$ cat config.mk
export PLATFORM = sky130hd
export DESIGN_NAME = axi_burst_master
export DESIGN_NICKNAME = d
export VERILOG_FILES = /design/src/rtl/axi_burst_master.sv
export SDC_FILE = /design/constraint.sdc
export NUM_CORES = 1
export LEC_CHECK = 0
export CAP_MARGIN = 20
export CORE_MARGIN = 1.5
export CORE_UTILIZATION = 40
export CTS_BUF_LIST = sky130_fd_sc_hd__clkbuf_4 sky130_fd_sc_hd__clkbuf_8
export DETAILED_ROUTE_END_ITERATION = 8
export GPL_ROUTABILITY_DRIVEN = 0
export PLACE_DENSITY = 0.68
export SLEW_MARGIN = 0
export SYNTH_ARGS = -nofsm -noshare
export SYNTH_HDL_FRONTEND = slang
export SYNTH_SLANG_ARGS = --single-unit
export TNS_END_PERCENT = 10
$ cat constraint.sdc
create_clock -name ACLK -period 3.3 [get_ports ACLK]
set_clock_uncertainty 0.05 [all_clocks]
set_input_delay 0.825 -clock ACLK [delete_from_list [all_inputs] [get_ports ACLK]]
set_output_delay 0.825 -clock ACLK [all_outputs]
set_load 0.03 [all_outputs]
$ cat src/rtl/axi_burst_master.sv
// AXI4 burst traffic generator/checker: writes INCR bursts of a beat-index pattern, reads them
// back, and counts protocol/data errors and total cycles for one run.
module axi_burst_master #(
  parameter int unsigned ADDR_WIDTH = 10,
  parameter int unsigned DATA_WIDTH = 32,
  parameter int unsigned ID_WIDTH   = 2,
  parameter int unsigned TXN_ID     = 0
) (
  input  logic                      ACLK,
  input  logic                      ARESETn,
  input  logic                      i_start,
  input  logic [ADDR_WIDTH-1:0]     i_base,
  input  logic [7:0]                i_len,
  input  logic [7:0]                i_nburst,
  output logic                      o_busy,
  output logic                      o_done,
  output logic [15:0]               o_err_cnt,
  output logic [31:0]               o_cycles,
  output logic [ID_WIDTH-1:0]       M_AWID,
  output logic [ADDR_WIDTH-1:0]     M_AWADDR,
  output logic [7:0]                M_AWLEN,
  output logic [2:0]                M_AWSIZE,
  output logic [1:0]                M_AWBURST,
  output logic                      M_AWVALID,
  input  logic                      M_AWREADY,
  output logic [DATA_WIDTH-1:0]     M_WDATA,
  output logic [DATA_WIDTH/8-1:0]   M_WSTRB,
  output logic                      M_WLAST,
  output logic                      M_WVALID,
  input  logic                      M_WREADY,
  input  logic [ID_WIDTH-1:0]       M_BID,
  input  logic [1:0]                M_BRESP,
  input  logic                      M_BVALID,
  output logic                      M_BREADY,
  output logic [ID_WIDTH-1:0]       M_ARID,
  output logic [ADDR_WIDTH-1:0]     M_ARADDR,
  output logic [7:0]                M_ARLEN,
  output logic [2:0]                M_ARSIZE,
  output logic [1:0]                M_ARBURST,
  output logic                      M_ARVALID,
  input  logic                      M_ARREADY,
  input  logic [DATA_WIDTH-1:0]     M_RDATA,
  input  logic [ID_WIDTH-1:0]       M_RID,
  input  logic [1:0]                M_RRESP,
  input  logic                      M_RLAST,
  input  logic                      M_RVALID,
  output logic                      M_RREADY
);

  localparam int unsigned STRB_WIDTH = DATA_WIDTH / 8;
  localparam int unsigned LSB        = $clog2(DATA_WIDTH) - 3;
  localparam logic [ID_WIDTH-1:0]   TxnId   = ID_WIDTH'(TXN_ID);
  localparam logic [DATA_WIDTH-1:0] DataOne = DATA_WIDTH'(1);

  typedef enum logic [2:0] {
    StIdle, StWaddr, StWdata, StWresp, StRaddr, StRdata, StDone
  } state_e;

  state_e                state_q, state_d;
  logic [ADDR_WIDTH-1:0] base_q, base_d;
  logic [ADDR_WIDTH-1:0] addr_q, addr_d;
  logic [7:0]            len_q, len_d;
  logic [7:0]            nburst_q, nburst_d;
  logic [7:0]            burst_q, burst_d;
  logic [7:0]            beat_q, beat_d;
  logic [DATA_WIDTH-1:0] data_q, data_d;
  logic [15:0]           err_q, err_d;
  logic [31:0]           cycles_q, cycles_d;

  logic [ADDR_WIDTH-1:0] stride;
  logic                  last_burst;
  logic                  err_hit;

  // Byte distance between consecutive burst start addresses; wraps with the address.
  assign stride     = ADDR_WIDTH'((32'(len_q) + 32'd1) * STRB_WIDTH);
  assign last_burst = (burst_q == nburst_q - 8'd1);

  always_comb begin
    state_d  = state_q;
    base_d   = base_q;
    addr_d   = addr_q;
    len_d    = len_q;
    nburst_d = nburst_q;
    burst_d  = burst_q;
    beat_d   = beat_q;
    data_d   = data_q;
    err_d    = err_q;
    cycles_d = cycles_q;
    err_hit  = 1'b0;

    if (state_q != StIdle && cycles_q != 32'hFFFF_FFFF) begin
      cycles_d = cycles_q + 32'd1;
    end

    unique case (state_q)
      StIdle: begin
        if (i_start) begin
          base_d   = i_base;
          addr_d   = i_base;
          len_d    = i_len;
          nburst_d = i_nburst;
          burst_d  = 8'd0;
          beat_d   = 8'd0;
          data_d   = '0;
          err_d    = 16'd0;
          cycles_d = 32'd0;
          state_d  = (i_nburst == 8'd0) ? StDone : StWaddr;
        end
      end
      StWaddr: begin
        if (M_AWREADY) state_d = StWdata;
      end
      StWdata: begin
        if (M_WREADY) begin
          data_d = data_q + DataOne;
          beat_d = beat_q + 8'd1;
          if (beat_q == len_q) begin
            beat_d  = 8'd0;
            state_d = StWresp;
          end
        end
      end
      StWresp: begin
        if (M_BVALID) begin
          err_hit = (M_BRESP != 2'b00) || (M_BID != TxnId);
          if (last_burst) begin
            // Read phase replays the same addresses and pattern from the start.
            burst_d = 8'd0;
            addr_d  = base_q;
            data_d  = '0;
            state_d = StRaddr;
          end else begin
            burst_d = burst_q + 8'd1;
            addr_d  = addr_q + stride;
            state_d = StWaddr;
          end
        end
      end
      StRaddr: begin
        if (M_ARREADY) state_d = StRdata;
      end
      StRdata: begin
        if (M_RVALID) begin
          err_hit = (M_RDATA != data_q) || (M_RRESP != 2'b00) || (M_RID != TxnId) ||
                    (M_RLAST != (beat_q == len_q));
          data_d  = data_q + DataOne;
          beat_d  = beat_q + 8'd1;
          if (M_RLAST) begin
            beat_d  = 8'd0;
            burst_d = burst_q + 8'd1;
            addr_d  = addr_q + stride;
            state_d = last_burst ? StDone : StRaddr;
          end
        end
      end
      StDone: begin
        state_d = StIdle;
      end
      default: begin
        state_d = StIdle;
      end
    endcase

    if (err_hit && err_q != 16'hFFFF) begin
      err_d = err_q + 16'd1;
    end
  end

  always_ff @(posedge ACLK or negedge ARESETn) begin
    if (!ARESETn) begin
      state_q  <= StIdle;
      base_q   <= '0;
      addr_q   <= '0;
      len_q    <= 8'd0;
      nburst_q <= 8'd0;
      burst_q  <= 8'd0;
      beat_q   <= 8'd0;
      data_q   <= '0;
      err_q    <= 16'd0;
      cycles_q <= 32'd0;
    end else begin
      state_q  <= state_d;
      base_q   <= base_d;
      addr_q   <= addr_d;
      len_q    <= len_d;
      nburst_q <= nburst_d;
      burst_q  <= burst_d;
      beat_q   <= beat_d;
      data_q   <= data_d;
      err_q    <= err_d;
      cycles_q <= cycles_d;
    end
  end

  // All handshake outputs decode the registered state, so READY never reaches VALID.
  assign o_busy    = (state_q != StIdle);
  assign o_done    = (state_q == StDone);
  assign o_err_cnt = err_q;
  assign o_cycles  = cycles_q;

  assign M_AWID    = TxnId;
  assign M_AWADDR  = addr_q;
  assign M_AWLEN   = len_q;
  assign M_AWSIZE  = 3'(LSB);
  assign M_AWBURST = 2'b01;
  assign M_AWVALID = (state_q == StWaddr);

  assign M_WDATA   = data_q;
  assign M_WSTRB   = '1;
  assign M_WLAST   = (beat_q == len_q);
  assign M_WVALID  = (state_q == StWdata);

  assign M_BREADY  = (state_q == StWresp);

  assign M_ARID    = TxnId;
  assign M_ARADDR  = addr_q;
  assign M_ARLEN   = len_q;
  assign M_ARSIZE  = 3'(LSB);
  assign M_ARBURST = 2'b01;
  assign M_ARVALID = (state_q == StRaddr);

  assign M_RREADY  = (state_q == StRdata);

endmodule

==> run summary, run 1 <==
CTS
----------------------------------------------------------------------------------------------------
Number of CTS-inserted buffers                                                                    17
CTS H-Tree Depth                                                                                   4
Clock latency at the later pin of the worst-skew pair                                         450 ps
Number of hold-repair buffers added at the cts stage                                               0
Setup Buffers After CTS                                                                            0
Bufs on Longest Clock Path                                                                         2
Root Buffer Master                                                                          clkbuf_8
CTS tree                                                                                       built
Clock-pin slew reported for the worst setup and hold paths after clock tree synthesis          70 ps
TritonCTS Sinks                                                                                  135
Gates resized, CTS repair                                                                          0

FINISH
----------------------------------------------------------------------------------------------------
Area of combinational cells with multiple inputs                                            4550 um2
Diodes inserted                                                                                    0
Syn-to-layout area delta                                                                       31.5%
Most frequent cells in the layout                                                       194 x clkdlybuf4s50_1, 154 x nand2_1, 135 x dfrtp_1
Non-filler instance count after layout                                                          1459
Final Net Count                                                                                 1266
Most common library cell in the layout ignoring fill and taps                           clkdlybuf4s50_1
Fraction of layout instances using a drive strength above 1                                   0.0690
Filler cell count                                                                               1927
Final Core Density                                                                             0.542
Register area                                                                               3380 um2
Final non-filler cell area                                                                 11100 um2

LOGIC SYNTHESIS
----------------------------------------------------------------------------------------------------
Number of flops mapped to enable cells by yosys                                                    0
Cell Area, Synth                                                                            8410 um2
Number of distinct library cells after synthesis                                                  72
Register bit count reported by yosys                                                             135
Warnings, synthesis                                                                                0
Post-Synthesis Cells                                                                             992
Primary flip-flop cell chosen by synthesis mapping                                           dfrtp_1
Post-synthesis sequential area ratio                                                           0.401
Mean area per synthesized cell                                                              8.48 um2
Share of async-settable or async-resettable flops after synthesis                               1.00

OUTCOME
----------------------------------------------------------------------------------------------------
Status                                                                                  finished clean

POWER
----------------------------------------------------------------------------------------------------
Power density over the cells                                                              741 nW/um2
Peak ir drop on the vdd network                                                             0.365 mV
Post-route total power                                                                       8.20 mW
Leakage power figure                                                                         4.54 nW

WORST SETUP PATH
----------------------------------------------------------------------------------------------------
WP data arrival                                                                              2190 ps
Endpoint of the lowest-slack register-to-register path                                   M_WDATA[28]
Worst-case register-to-register setup slack                                                   380 ps
Largest fanout on the critical path                                                               10
Reg-to-reg startpoint                                                                     state_q[2]
Worst setup path category                                                                    reg2out
WP data required                                                                             2420 ps
Critical Path Source Type                                                                  flip-flop
Worst Reg2Reg Path Length in Cells                                                                10
Critical path endpoint category                                                           output pin

ROUTE
----------------------------------------------------------------------------------------------------
Total routed wirelength                                                                     23900 um
Routed WL per cell                                                                           16.4 um
Violation count after the first detailed-routing iteration                                       482
Pre-antenna DRT Iters                                                                              7
Mean number of vias per cell                                                                    5.41
# DRC                                                                                              0
Vias                                                                                            7897
Post-route ant nets                                                                                0

TIMING
----------------------------------------------------------------------------------------------------
Fin Setup TNS                                                                                   0 ps
Share of the clock period used by the worst path                                               0.930
Number of hold-slack violations in the final timing report                                         0
Worst hold slack after final layout                                                           325 ps
Setup repair after global routing missed its margin                                               no
Final worst slack                                                                             232 ps
Worst slew pin tran                                                                           732 ps
Final critical-path required period                                                          3070 ps
Final setup violation count                                                                        0
Final Max Tran Viols                                                                               0
Worst relative slew slack                                                                      0.511
Upper clock frequency limit                                                                  326 MHz

PLACEMENT
----------------------------------------------------------------------------------------------------
Cell total after placement                                                                      1427
Port buffer count                                                                                198
Post-placement cell area                                                                   10600 um2
Detailed placer's ending HPWL                                                               17600 um
Worst slack at placement                                                                     -186 ps

RUN
----------------------------------------------------------------------------------------------------
Number of maximum-capacitance violations                                                           0

GLOBAL ROUTING
----------------------------------------------------------------------------------------------------
Antenna violations before repair                                                                   1
All-Layer GR Usage                                                                             0.222
Via count of the first global-routing pass                                                      7378
Total congestion overflow after global routing                                                     0
Largest net degree at the start of global routing                                                 69
Wire length of the first global-routing pass                                                39000 um

FLOORPLAN
----------------------------------------------------------------------------------------------------
Std-Cell Core Area                                                                         20400 um2
Area of the die                                                                            21900 um2
Starting utilization of the core area                                                          0.412
Horizontal extent of the die                                                                  148 um
Number of rows in the core area                                                                   52
Top Ports                                                                                        217
DIE HEIGHT                                                                                    148 um

MIN PATH
----------------------------------------------------------------------------------------------------
Class of the tightest hold or removal check                                                 in2async

[per-layer routing]
| layer | part of all wire | GRT usage | vias to the layer above |
|---|---|---|---|
| li1 | - | - | 3836 |
| met3 | 0.083 | 0.0654 | 26 |
| met1 | 0.46 | 0.303 | 3765 |
| met5 | 0.00063 | 0 | - |
| met2 | 0.45 | 0.345 | 268 |
| met4 | 0.014 | 0.0569 | 2 |
[cells by family after synthesis]
logic type                 share of synthesized area
adders and majority gates                     0.0232
muxes                                         0.0123
AOI/OAI and AO/OA                              0.145
buffers and inverters                         0.0672
DFF                                            0.401
xor gates and xnor gates                      0.0885
and+or+nand+nor                                0.262
other                                       0.000893
[worst max-delay path: stages (launching register included)]
cell,delay [ps]
dfrtp_1,490
nand3b_1,340
inv_1,170
clkdlybuf4s50_1,750
[worst max-delay path by stage]
| stage | startpoint | endpoint | slack, ps | cells past startpoint |
|---|---|---|---|---|
| after floorplan | M_ARLEN[2] | o_err_cnt[2] | 660 | 7 |
| after global placement | M_BRESP[1] | o_err_cnt[9] | -120 | 9 |
| after detailed placement | M_BRESP[1] | o_err_cnt[9] | -190 | 9 |
| after CTS | state_q[2] | M_RREADY | 5 | 4 |
| after global routing | state_q[2] | M_BREADY | 120 | 3 |
| final | state_q[2] | M_BREADY | 230 | 3 |
[Yosys cell counts, types with 7 or more instances]
cell type,instances,area share
xnor2_1,70,0.073
o31ai_1,11,0.0098
o211ai_1,8,0.0071
a21oi_1,59,0.035
or4_1,8,0.0071
a221o_1,7,0.0083
xor2_1,15,0.016
o21ai_1,24,0.014
nor3_1,32,0.019
o21ai_0,37,0.022
nand2_1,154,0.069
or3_1,23,0.017
inv_1,28,0.012
buf_2,8,0.0048
mux2i_1,7,0.0083
nand4_1,21,0.016
nor2_1,65,0.029
ha_1,14,0.021
nor4_1,20,0.015
clkbuf_1,30,0.013
nand3_1,54,0.032
buf_4,37,0.033
dfrtp_1,135,0.40
and3_1,22,0.016
[final cells by class]
| cell class | count | share of cell area |
|---|---|---|
| multi-input cells | 764 | 0.412 |
| clock buffers | 19 | 0.0225 |
| inverters | 31 | 0.0105 |
| clock inverters | 13 | 0.0178 |
| repair buffers | 227 | 0.202 |
| well taps | 270 | 0.0305 |
| flip-flops and latches | 135 | 0.305 |
[sequential cells by signal (all words and copies together) (netlist names)]
| signal | count |
|---|---|
| M_ARADDR | 10 |
| M_ARLEN | 8 |
| M_WDATA | 32 |
| base_q | 10 |
| beat_q | 8 |
| burst_q | 8 |
| nburst_q | 8 |
| o_cycles | 32 |
| o_err_cnt | 16 |
| state_q | 3 |
[power by group]
group / switching, mW / internal [mW]
Clock: 0.699 / 0.850
Combinational: 2.47 / 1.69
Sequential: 0.490 / 2.00
(Power assumes the default switching activity.)
==> run 2: changes to the inputs <==
REMOVE_ABC_BUFFERS = 1   (was default)
==> run summary, run 2 (same netlist as run 1, synthesis figures left out) <==
RUN
----------------------------------------------------------------------------------------------------
Number of maximum-capacitance violations                                                           0   unchanged

GLOBAL ROUTING
----------------------------------------------------------------------------------------------------
Via count of the first global-routing pass                                                      7731   +4.8%
Total congestion overflow after global routing                                                     0   unchanged
All-Layer GR Usage                                                                             0.231   +0.00917
Antenna violations before repair                                                                   0   -1
Largest net degree at the start of global routing                                                 87   +26%
Met1 demand-to-capacity share in global routing                                                0.305   +0.00226
Global routing usage on met3                                                                  0.0546   -0.0108
Wire length of the first global-routing pass                                                40300 um   +3.2%
Routing layer with the top usage in global route                                                met2
Met2 demand-to-capacity share in global routing                                                0.377   +0.0325

FLOORPLAN
----------------------------------------------------------------------------------------------------
Top Ports                                                                                        217   unchanged
DIE HEIGHT                                                                                    148 um   unchanged
Number of rows in the core area                                                                   52   unchanged
Starting utilization of the core area                                                          0.412   unchanged
Area of the die                                                                            21900 um2   unchanged
Horizontal extent of the die                                                                  148 um   unchanged
Std-Cell Core Area                                                                         20400 um2   unchanged

OUTCOME
----------------------------------------------------------------------------------------------------
Status                                                                                  finished clean

FINISH
----------------------------------------------------------------------------------------------------
Diodes inserted                                                                                    0   unchanged
Most frequent cells in the layout                                                       194 x clkdlybuf4s50_1, 154 x nand2_1, 135 x dfrtp_1
Filler cell count                                                                               1935   +0.42%
Most common library cell in the layout ignoring fill and taps                           clkdlybuf4s50_1
Final Net Count                                                                                 1269   +0.24%
Fraction of layout instances using a drive strength above 1                                   0.0713   +0.00234
Final non-filler cell area                                                                 11100 um2   +0.35%
Final Core Density                                                                             0.543   +0.00190
Syn-to-layout area delta                                                                       32.0%

TIMING
----------------------------------------------------------------------------------------------------
Final critical-path required period                                                          3030 ps   -38.7 ps
Share of the clock period used by the worst path                                               0.918   -0.0117
Worst slew pin tran                                                                           968 ps   +236 ps
Worst relative slew slack                                                                      0.344   -0.166
Worst hold slack after final layout                                                           332 ps   +6.64 ps
Number of hold-slack violations in the final timing report                                         0   unchanged
Final Max Tran Viols                                                                               0   unchanged
Setup repair after global routing missed its margin                                               no
Upper clock frequency limit                                                                  330 MHz   +1.3%
Final setup violation count                                                                        0   unchanged
Final worst slack                                                                             271 ps   +38.7 ps

PLACEMENT
----------------------------------------------------------------------------------------------------
Port buffer count                                                                                198   unchanged
Detailed placer's ending HPWL                                                               17800 um   +1.0%
Worst slack at placement                                                                    -33.6 ps   +152 ps
Post-placement cell area                                                                   10600 um2   +0.14%

ROUTE
----------------------------------------------------------------------------------------------------
Post-route ant nets                                                                                0   unchanged
# DRC                                                                                              0   unchanged
Total routed wirelength                                                                     24600 um   +2.9%
Routed WL per cell                                                                           16.8 um   +2.7%
Pre-antenna DRT Iters                                                                              4   -3
Mean number of vias per cell                                                                    5.48   +1.3%
Vias                                                                                            8019   +1.5%
Violation count after the first detailed-routing iteration                                       406   -16%

CTS
----------------------------------------------------------------------------------------------------
CTS H-Tree Depth                                                                                   4   unchanged
TritonCTS Sinks                                                                                  135   unchanged
Root Buffer Master                                                                          clkbuf_8
Bufs on Longest Clock Path                                                                         2   unchanged
Number of CTS-inserted buffers                                                                    17   unchanged
Clock latency at the later pin of the worst-skew pair                                         450 ps   about the same
Clock-pin slew reported for the worst setup and hold paths after clock tree synthesis          80 ps   about the same
CTS tree                                                                                       built

POWER
----------------------------------------------------------------------------------------------------
Fraction of power consumed by the clock network                                                0.193   +0.004
Combinational share of power                                                                   0.512   +0.005
Switching Share                                                                                0.442   -0.00419
Internal                                                                                     4.67 mW   +3.0%
Net Sw Power                                                                                 3.71 mW   +1.2%
Power density over the cells                                                              755 nW/um2   +1.8%
Post-route total power                                                                       8.38 mW   +2.2%
Leakage power figure                                                                         4.54 nW   +0.11%
Peak ir drop on the vdd network                                                             0.468 mV   +28%
Fraction of power consumed by sequential logic                                                 0.295   -0.009

MIN PATH
----------------------------------------------------------------------------------------------------
Class of the tightest hold or removal check                                                 in2async

WORST SETUP PATH
----------------------------------------------------------------------------------------------------
Worst Reg2Reg Path Length in Cells                                                                 8   -2
Worst-case register-to-register setup slack                                                   410 ps   +30 ps
Reg-to-reg startpoint                                                                    nburst_q[0]
Endpoint of the lowest-slack register-to-register path                                   M_ARADDR[3]
Critical Path Source Type                                                                  flip-flop
Critical path endpoint category                                                           output pin
WP data arrival                                                                              2150 ps   -40 ps
WP data required                                                                             2420 ps   about the same
Worst setup path category                                                                    reg2out
Largest fanout on the critical path                                                               10   unchanged

==> run 2: cell count changes in the layout (fill, tap and decap cells not counted), sizes merged <==
cell / before / now
bufinv: 4 / 5
dlygate4sd2: 0 / 1
clkbuf: 19 / 20
clkinv: 5 / 3
buf: 30 / 33
inv: 33 / 31
dlymetal6s2s: 3 / 2
clkinvlp: 2 / 4
==> run 2: cell type report <==
cell class	instances	area [um2]	share of cell area
Clock inverter	12	199	0.0179
Timing Repair Buffer	230	2250	0.203
Inverter	31	116	0.0105
Multi-Input combinational cell	764	4550	0.410
Clock buffer	20	269	0.0242
Tap cell	270	338	0.0304
Sequential cell	135	3380	0.304
==> run 2: what timing repair did <==
item,in CTS,in global routing
gates resized for setup,1,3
endpoints found under the setup margin,1,3
hold buffers,0,0
endpoints found under the hold margin,0,0
setup buffers,0,0
gates cloned,0,0
==> run 2: how the worst max path moves through the flow <==
stage,endpoint,depth (start not counted),from,slack (ps)
after floorplan,M_ARADDR[0],6,state_q[2],-210
after global placement,o_err_cnt[9],10,M_RDATA[5],20
after detailed placement,o_err_cnt[9],10,M_RDATA[5],-30
after CTS,M_RREADY,4,state_q[2],70
after global routing,M_ARADDR[3],8,nburst_q[0],150
final,M_BREADY,3,state_q[2],270
==> run 2: worst max-delay path, cell delays in order, from the launching register on <==
cell and delay, ps:
dfrtp_1 490, nand3b_1 350, inv_1 150, clkdlybuf4s50_1 720
==> run 2: through the flow <==
stage                     TNS [ps]  std cells
after detailed placement     -52.8       1429
after global routing             0       1462
final                            0       1462
after floorplan               -375        930
after global placement           0       1429
after CTS                        0       1461
==> run 2: power groups by stage <==
stage                     clock, mW  sequential [mW]  combinational, mW
after floorplan                   0             3.00               2.01
after global placement            0             2.49               4.17
after detailed placement          0             2.50               4.24
after CTS                      1.66             2.47               4.28
after global routing           1.75             2.53               4.68
final                          1.62             2.48               4.29
==> run 2: per-layer routing <==
layer,up-vias,part of all wire
met5,-,0
met4,0,0.013
met3,28,0.077
met2,304,0.48
met1,3843,0.43
li1,3844,-
==> RTL change 1: new RTL, config.mk and constraints of run 1 <==
The parameter `ID_WIDTH` goes from 2 to 4.
--- a/src/rtl/axi_burst_master.sv
+++ b/src/rtl/axi_burst_master.sv
@@ -3,7 +3,7 @@
 module axi_burst_master #(
   parameter int unsigned ADDR_WIDTH = 10,
   parameter int unsigned DATA_WIDTH = 32,
-  parameter int unsigned ID_WIDTH   = 2,
+  parameter int unsigned ID_WIDTH   = 4,
   parameter int unsigned TXN_ID     = 0
 ) (
   input  logic                      ACLK,
Interface: changed (resized M_ARID, M_AWID, M_BID and M_RID); port bits go from 217 to 225. No check against the original RTL was run, so the function may have changed too.
==> RTL change 1 against run 1 <==
Sequential cell count did not move; routed wire length increased by 0.58%; power fell by 0.37%; cell count is 0.89% lower; first-iteration DRC count shrank 35%; core utilization is 0.079 points lower; final area is 0.46% lower; largest cell class unchanged; global-route usage is 0.052 points higher; maximum frequency decreased by 4.1%; highest routed layer unchanged; setup slack worse by 0.13 ns; area after synthesis shrank 0.91%; synthesized cell count is 2.0% lower.
==> RTL change 1: results <==
{
  "dp_slack_ns": -0.0693,
  "ff2ff_path_depth": 7,
  "synth_area_sq_mm": 0.00834,
  "dpl.hpwl_um": 17800,
  "leakage_nw": 4.60,
  "cts_sinks": 135,
  "grt_max_degree": 72,
  "whs_ns": 0.318,
  "seq_area_frac": 0.307,
  "vias": 7722,
  "antenna_found_initial": 1,
  "diodes": 0,
  "worst_slew_pin_slew_ns": 0.876,
  "synth_commonest_cells": "nand2_1, dfrtp_1, nor2_1, nand3_1, o21ai_0",
  "worst_slack_ns": 0.101,
  "place_area_sq_mm": 0.0106,
  "timing.rr.start": "M_WDATA[7]",
  "worstPathMaxFanout": 7,
  "clock_buffers": 21,
  "total_power_mw": 8.17,
  "num-multi-input-gates": 751,
  "seqPwrFrac": 0.313,
  "buffers": 229,
  "area_share_nonclk_buffers": 0.204,
  "ys_seq_area_frac": 0.405,
  "grt_pass1_wl_um": 38400,
  "clk_pin_slew_ns": 0.08,
  "htree_levels": 4,
  "clock_path_buffers": 2,
  "crit_arrival_ns": 2.32,
  "synth-compound-area-share": 0.134,
  "n_fill_cell": 1890,
  "synthAdderAreaFrac": 0.0234,
  "multiInputGateArea_sq_mm": 0.00449,
  "synth_xor_area_frac": 0.0966,
  "wirelength_um": 24100,
  "grt_usage": 0.222,
  "synth_area_leaders": "dfrtp_1, nand2_1, xnor2_1",
  "outcome": "completed",
  "r2r_slack_ns": 0.25,
  "yosys_most_used_dff": "dfrtp_1",
  "layout-drive-gt1-share": 0.0782,
  "postLayoutCoreUtil": 0.541,
  "synthCells": 972,
  "port_buffers": 202,
  "final_nets": 1257,
  "clock_area_frac": 0.0407,
  "ir_worst_vdd_mv": 0.441,
  "vias_per_cell": 5.34,
  "r2r_end": "M_WDATA[31]",
  "drtIter0Drc": 312,
  "synth-warning-count": 0,
  "powerClk_mw": 1.55,
  "n_all_inverters": 29,
  "drtPass1Iterations": 5,
  "synth.area.mux_share": 0.0134,
  "yosysUniqueCellTypes": 63,
  "internal-power_mw": 4.57,
  "grt_pass1_vias": 7390
}
==> RTL change 1: changes by cell type in the layout (fill, tap and decap cells not counted), moves of 8 or more <==
cell and change:
xor2_1 +27, o21ai_1 -21, xnor2_1 -20, nand2b_1 +14
o21ai_0 +14, nor3_1 -12, nor2_1 +11, a21oi_1 -9
nand2_1 -9, a211oi_1 +8
==> RTL change 1: worst max-delay path, cell delays in order (launching register included) <==
cell             delay, ns
dfrtp_1               0.48
xnor2_1               0.21
nand4_1               0.13
nor2_2                0.31
clkdlybuf4s50_1       0.74
==> RTL change 1: what timing repair did <==
action / 4_1_cts / 5_1_grt
setup buffers: 0 / 0
gates resized for setup: 1 / 2
endpoints found under the setup margin: 1 / 2
==> RTL change 1: worst max-delay path by stage <==
stage	cells after the start	start	to
after global placement	8	M_BRESP[1]	o_err_cnt[5]
after floorplan	9	M_ARLEN[2]	o_err_cnt[13]
after detailed placement	7	M_BRESP[1]	o_err_cnt[9]
after global routing	4	M_ARLEN[3]	M_WLAST
final	4	M_ARLEN[4]	M_WLAST
after CTS	3	state_q[0]	M_RREADY
==> RTL change 1: per-layer routing <==
metal,vias up,share of wire,track usage
met4,2,0.0098,0.0510
met3,26,0.071,0.0617
li1,3739,-,-
met5,-,0.00066,0
met2,235,0.48,0.374
met1,3720,0.44,0.285
==> RTL change 1: kinds of logic (layout without fill, tap and decap cells) <==
kind of cell | count (synthesis) | count (layout)
mux | 11 | 11
flops | 135 | 135
compound gates | 175 | 175
simple gates | 436 | 436
fa+ha+maj | 15 | 15
other cells | 2 | 22
buf+inv | 106 | 290
xor+xnor | 92 | 92
